File: src/rtl/seq_mag_comparator.sv
// seq_mag_comparator: multi-cycle MSB-first signed/unsigned magnitude comparator with valid/ready handshake
module seq_mag_comparator #(
  parameter int WIDTH      = 8,
  parameter int DIGIT      = 2,
  parameter int EARLY_EXIT = 1
) (
  input  logic                                clk,
  input  logic                                rst,
  input  logic                                start_valid,
  output logic                                start_ready,
  input  logic [WIDTH-1:0]                    a,
  input  logic [WIDTH-1:0]                    b,
  input  logic                                signed_mode,
  output logic                                res_valid,
  input  logic                                res_ready,
  output logic                                a_gt_b,
  output logic                                a_eq_b,
  output logic                                a_lt_b,
  output logic [$clog2(WIDTH/DIGIT+1)-1:0]    cycles,
  output logic                                busy
);
  localparam int N  = WIDTH / DIGIT;
  localparam int CW = $clog2(N + 1);
  localparam int IW = (N > 1) ? $clog2(N) : 1;

  if (WIDTH < 2 || DIGIT < 1 || (WIDTH % DIGIT) != 0) begin : g_bad_params
    $error("seq_mag_comparator: WIDTH must be >= 2 and a multiple of DIGIT");
  end

  typedef enum logic [1:0] {IDLE, CMP, DONE} state_t;

  state_t           state, state_nxt;
  logic [WIDTH-1:0] ra, rb;
  logic [IW-1:0]    idx;
  logic             seen, first_gt;
  logic [DIGIT-1:0] sa, sb;
  logic             differ, fin;
  logic [WIDTH-1:0] msb_flip;

  // Flipping the sign bit maps two's-complement order onto unsigned order.
  assign msb_flip = {signed_mode, {(WIDTH-1){1'b0}}};
  assign sa       = DIGIT'(ra >> (DIGIT * int'(idx)));
  assign sb       = DIGIT'(rb >> (DIGIT * int'(idx)));
  assign differ   = sa != sb;
  assign fin      = (differ && EARLY_EXIT != 0) || idx == '0;

  // State register; reset drops any in-flight compare.
  always_ff @(posedge clk or posedge rst)
    if (rst) state <= IDLE;
    else     state <= state_nxt;

  // Next state and handshake outputs; start_ready is held low while in reset.
  always_comb begin
    state_nxt   = state;
    start_ready = 1'b0;
    res_valid   = 1'b0;
    busy        = 1'b0;
    case (state)
      IDLE: begin
        start_ready = !rst;
        if (start_valid) state_nxt = CMP;
      end
      CMP: begin
        busy = 1'b1;
        if (fin) state_nxt = DONE;
      end
      DONE: begin
        busy      = 1'b1;
        res_valid = 1'b1;
        if (res_ready) state_nxt = IDLE;
      end
      default: state_nxt = IDLE;
    endcase
  end

  // Operand capture, digit walk and result registers; the first differing digit decides the order.
  always_ff @(posedge clk or posedge rst)
    if (rst) begin
      ra       <= '0;
      rb       <= '0;
      idx      <= '0;
      seen     <= 1'b0;
      first_gt <= 1'b0;
      a_gt_b   <= 1'b0;
      a_eq_b   <= 1'b0;
      a_lt_b   <= 1'b0;
      cycles   <= '0;
    end else if (state == IDLE && start_valid) begin
      ra       <= a ^ msb_flip;
      rb       <= b ^ msb_flip;
      idx      <= IW'(N - 1);
      seen     <= 1'b0;
      first_gt <= 1'b0;
    end else if (state == CMP) begin
      if (!seen && differ) begin
        seen     <= 1'b1;
        first_gt <= sa > sb;
      end
      if (fin) begin
        a_gt_b <= seen ? first_gt : sa > sb;
        a_lt_b <= seen ? !first_gt : sa < sb;
        a_eq_b <= !seen && !differ;
        cycles <= CW'(N) - CW'(idx);
      end else begin
        idx <= idx - IW'(1);
      end
    end
endmodule

File: config.mk
export PLATFORM = sky130hd
export DESIGN_NAME = seq_mag_comparator
export DESIGN_NICKNAME = d
export VERILOG_FILES = /design/src/rtl/seq_mag_comparator.sv
export SDC_FILE = /design/constraint.sdc
export NUM_CORES = 1
export LEC_CHECK = 0
export ABC_CLOCK_PERIOD_IN_PS = 2000
export BUFFER_PORTS_ARGS = -buffer_cell sky130_fd_sc_hd__buf_2
export CAP_MARGIN = 15
export CORE_UTILIZATION = 30
export DETAILED_ROUTE_END_ITERATION = 7
export PLACE_DENSITY = 0.5
export SYNTH_ARGS = -nofsm -noshare
export SYNTH_HDL_FRONTEND = slang
export SYNTH_SLANG_ARGS = --single-unit
File: constraint.sdc
create_clock -name clk -period 2 [get_ports clk]
set_clock_uncertainty 0.05 [all_clocks]
set_input_delay 0.4 -clock clk [delete_from_list [all_inputs] [get_ports clk]]
set_output_delay 0.4 -clock clk [all_outputs]
set_load 0.05 [all_outputs]
# Word-level counts from Yosys, hierarchy flattened
# Cells that the tools add are included.
[op_classes]
n_addsub = 2
order_cmp = 2
reduce_logical = 17
n_eq_ne = 7
n_bitwise = 3
shifts = 2
muxes = 18
[ops]
columns = ["op", "count"]
rows = [
  ["$shr A8 B3 Y2", 2],
  ["$xor A8 B8 Y8", 2],
  ["$mux W2", 6],
  ["$mux W1", 11],
  ["$ne A2 B2 Y1 const B", 3],
  ["$pmux W2 S3", 1],
  ["$reduce_and A3 Y1", 2],
  ["$logic_not A1 Y1", 4],
  ["$logic_not A2 Y1", 2],
  ["$reduce_and A2 Y1", 2],
  ["$reduce_bool A2 Y1", 2],
  ["$logic_and A1 B1 Y1", 3],
  ["$sub A3 B2 Y3 const A", 1],
  ["$eq A2 B1 Y1 const B", 1],
  ["$eq A2 B2 Y1 const B", 1],
  ["$gt A2 B2 Y1", 1],
  ["$lt A2 B2 Y1", 1],
  ["$ne A2 B1 Y1 const B", 1],
  ["$ne A2 B2 Y1", 1],
  ["$reduce_or A2 Y1", 1],
  ["$sub A2 B1 Y2 const B", 1],
  ["$logic_or A1 B1 Y1", 1],
  ["$not A1 Y1", 1],
]
[totals]
ff_bits = 28
output_inout_bits = 9

# Depth between registers and ports, before layout
[depth]
ltp_word = 6
mapped_depth = 8
ltp_nobuf = 6

# Worst setup path after synthesis
# OpenSTA, ideal clock, no wires.
[synth_path]
path_type = "register -> register"
start = "register idx[0]"
end = "register a_eq_b"
path_buffers = 2
stages_incl_launch_ff = 8
synth_period_minus_slack_ns = 2.166
path_slack_ns = -0.166
arrival_ns = 1.991
setup_ns = 0.125
t_required_ns = 1.825
path_cell_list = "dfrtp_1 buf_2 mux4_2 ha_1 nand3b_1 and3_1 buf_6 mux2_4"
[synth_via]
elab_chain_len = 4
word_cells_on_any_way = 8
[synth_rtl]
columns = ["item", "line", "text"]
rows = [
  ["from (decl)", "34", "logic [IW-1:0] idx;"],
  ["from (signal assigned)", "91", "idx <= IW'(N - 1);"],
  ["from (signal assigned)", "105", "idx <= idx - IW'(1);"],
  ["$shr A8 B3 Y2, on equally long branches", "42, 43", ""],
  ["$ne A2 B2 Y1", "44", "assign differ = sa != sb;"],
  ["$logic_or A1 B1 Y1 or $logic_not A1 Y1 (tied branches)", "45, 102", ""],
  ["$reduce_and A3 Y1 (no line) or $logic_and A1 B1 Y1 (tied branches)", "-", ""],
  ["to (signal assigned)", "102", "a_eq_b <= !seen && !differ;"],
  ["to (decl)", "17", "output logic a_eq_b,"],
]
# Parallel ways exist; a longest one is shown, timed or not.
# A chain may end at the register's enable or synchronous reset.

# Worst setup path in the final report
[layout_path]
start = "register idx[0]"
end = "register a_lt_b"
[layout_via]
elab_chain_len = 4
word_cells_on_any_way = 8
[layout_rtl]
columns = ["item", "line", "text"]
rows = [
  ["$shr A8 B3 Y2, on equally long branches", "42, 43", ""],
  ["$ne A2 B2 Y1", "44", ""],
  ["$logic_or A1 B1 Y1", "45", "assign fin = (differ && EARLY_EXIT != 0) || idx == '0;"],
  ["$reduce_and A3 Y1 (no line)", "-", ""],
  ["to (signal assigned)", "101", "a_lt_b <= seen ? !first_gt : sa < sb;"],
  ["to (decl)", "18", "output logic a_lt_b,"],
]
# Parallel ways exist; a longest one is shown, timed or not.

==> run metrics <==
beginning of the critical path=idx[0]; RSZ-0062 raised after global routing=yes; Seq/Total Area, Yosys=50.3%; wire length per cell=13.7 um; share of the synthesized area in the top cell type=50.3%; core area=4410 um2; H-tree levels=1; Rel. slew slack=76.1%; leakage=approximately 0.84 nW; post-synthesis mux area share=about a quarter; post-route minimum period=2140 ps; final worst-path cycle share=107%; pre-CTS setup slack=-259 ps; critical path arrival=2260 ps; Worst Path Max Fanout=5; Max Clk Rate=466 MHz; Compound-Gate Fraction of Synth Area=5.93%; Worst VDD drop=487 uV; Post-synth ARST share=100%; Post-CTS Setup Repair Bufs=0; worst slew pin tran=358 ps; syn_nets=between 100 and 150; largest net degree at the start of global routing=29; setup ws final=-144 ps; final hold viol count=0; initial core utilization=31.5%; Die Wd=70.1 um; Setup crit start kind=register; synthesized-area fraction occupied by adder cells=7.19%; Setup CP Type=reg2reg; GR Overflow Total=0; largest family of logic cells by synthesized area=multiplexers; FF+latch count, synth=28; fin. max-slew vios=0; post-route ant nets=0; ratio of cells with drive above 1 in the final layout=a little over half; pwr/cell area=between 1500 and 2000 nW/um2; Post-Synth XOR/XNOR Area=roughly 1.9%; nets@finish=172; EDFF count, synth=0; r2r setup slk=-140 ps; total power=0.00340 W; worst flop-to-flop path endpoint=a_lt_b; PortBufs=29; area leader, netlist=dfrtp_1; Placer Congestion=0.730; clock latency on the worst-skew pair=280 ps; most frequent cells in the layout=buf_2 (28), dfrtp_1 (27), mux2_2 (14); syn avg cell area=13.3 um2; cell area after layout=1760 um2; drc violations=0; diode count=0; Netlist cell types=25; top cells by area, synth=dfrtp_1 (50%), mux2_2 (13%), ha_1 (7.2%); DR vias=920; Setup-failing EPs final=9; Multi-input gate area=682 um2; DP Area=1660 um2; first-pass GRT wire length=4.55 mm; number of fill cells=424; commonest non-fill, non-tap cell in the layout=buf_2; CP required=2120 ps; CTS tree=done; status=complete, but fails checks; Area growth syn-to-layout=26.1%; drt pass-1 iters=3; Max Root-Sink Buffers=2; Register Area=702 um2; root buffer cell=clkbuf_8; Syn. warnings=0; DR vias/cell=4.74; Reg-to-Reg Start=idx[0]; antenna violations before repair=0; CP endpoint kind=register; TritonCTS Sinks=28; vias in the first global route=963; R2R depth=6; maxcap violations=0; Total Routing Usage GR=11.9%; I/O pins=30; predominant post-synthesis flop cell=dfrtp_1; Rows=24; synthesized cell area=between 1000 and 1500 um2; Worst-path clk slew=90 ps; die area=4920 um2; drt first-iter violations=41; clock buffer count from CTS=3; Post-Synth Simple-Gate Area=around 5.3%; WL final=approximately 2.7 mm; post-synthesis cell count=105; DP Wirelength=1.98 mm; die height=70.1 um; hold crit path type=in2async; violated checks=negative setup slack
-- cell families (layout without fill, tap and decap cells) --
family                     count (synthesis)  count (layout)
DFF                                       28              28
and+or+nand+nor                           15              15
adders and majority gates                  8               8
AOI/OAI and AO/OA                         12              12
xor gates and xnor gates                   3               3
buffers and inverters                     14              51
muxes                                     25              25
-- report_power, final --
part	leakage (nW)	internal [W]	switching (W)
Sequential	0.331	0.000841	0.000184
Clock	0.0288	0.000176	0.000174
Combinational	0.480	0.00102	0.00100
Total	0.840	0.00204	0.00136
-- per-layer routing --
metal / part of all wire, % / global-route usage [%] / vias up / routed length (um)
met5: 0 / 0 / - / 0
met4: 1.3 / 4.00 / 0 / 34
met3: 4.5 / 2.60 / 4 / 121
met2: 50 / 20.1 / 23 / 1320
met1: 45 / 14.9 / 451 / 1190
li1: - / - / 442 / -
-- state kept, by name, summed over array words and instances (netlist names) --
register,count
idx,2
first_gt,1
a_lt_b,1
cycles,3
rb,8
ra,8
seen,1
a_gt_b,1
a_eq_b,1
state,2
-- cells in the mapped netlist (all sizes together) (2+ instances only) --
cell type,instances
o211ai,2
buf,4
o21ai,2
mux2,21
a31oi,2
nor2,2
ha,8
xnor2,3
a21oi,2
nand2,7
inv,10
dfrtp,28
mux4,4
-- timing repair --
action | CTS | global route
hold buffers | 0 | 0
endpoints found under the setup margin | 12 | 13
pin swaps | 2 | 2
gates resized for setup | 8 | 2
cloned | 0 | 0
-- metrics by stage --
| stage | std cells | hold slack [ps] | setup TNS (ps) | utilization [%] |
|---|---|---|---|---|
| 4_1_cts | 194 | 140 | -1060 | 39.7 |
| 3_5_place_dp | 190 | 441 | -1980 | 37.7 |
| 2_1_floorplan | 105 | 395 | -550 | - |
| 3_3_place_gp | 190 | 433 | -1720 | 37.7 |
| 5_1_grt | 194 | 172 | -1970 | 39.8 |
| 6_report | 194 | 123 | -921 | 39.8 |
-- worst max-delay path, stage by stage (launching register included) --
cell and delay [ps]:
dfrtp_2 450, mux4_2 550, ha_4 300, nand3b_1 90, and3_4 190, buf_6 120, mux2_4 290
-- worst max-delay path by stage --
stage | to | slack (ps) | depth (start not counted)
6_report | a_lt_b | -140 | 6
5_1_grt | a_lt_b | -250 | 6
4_1_cts | a_lt_b | -160 | 6
3_5_place_dp | a_eq_b | -260 | 6
3_3_place_gp | cycles[2] | -220 | 6
2_1_floorplan | a_eq_b | -90 | 7
-- cell type report --
cell class | count | share of cell area [%]
tap | 52 | 3.70
multi-input combinational | 63 | 38.8
sequential | 28 | 40.0
timing repair buffer | 37 | 12.3
inverter | 10 | 2.14
clock buffer | 4 | 3.13
No activity file was read; power rests on OpenSTA's default activity.
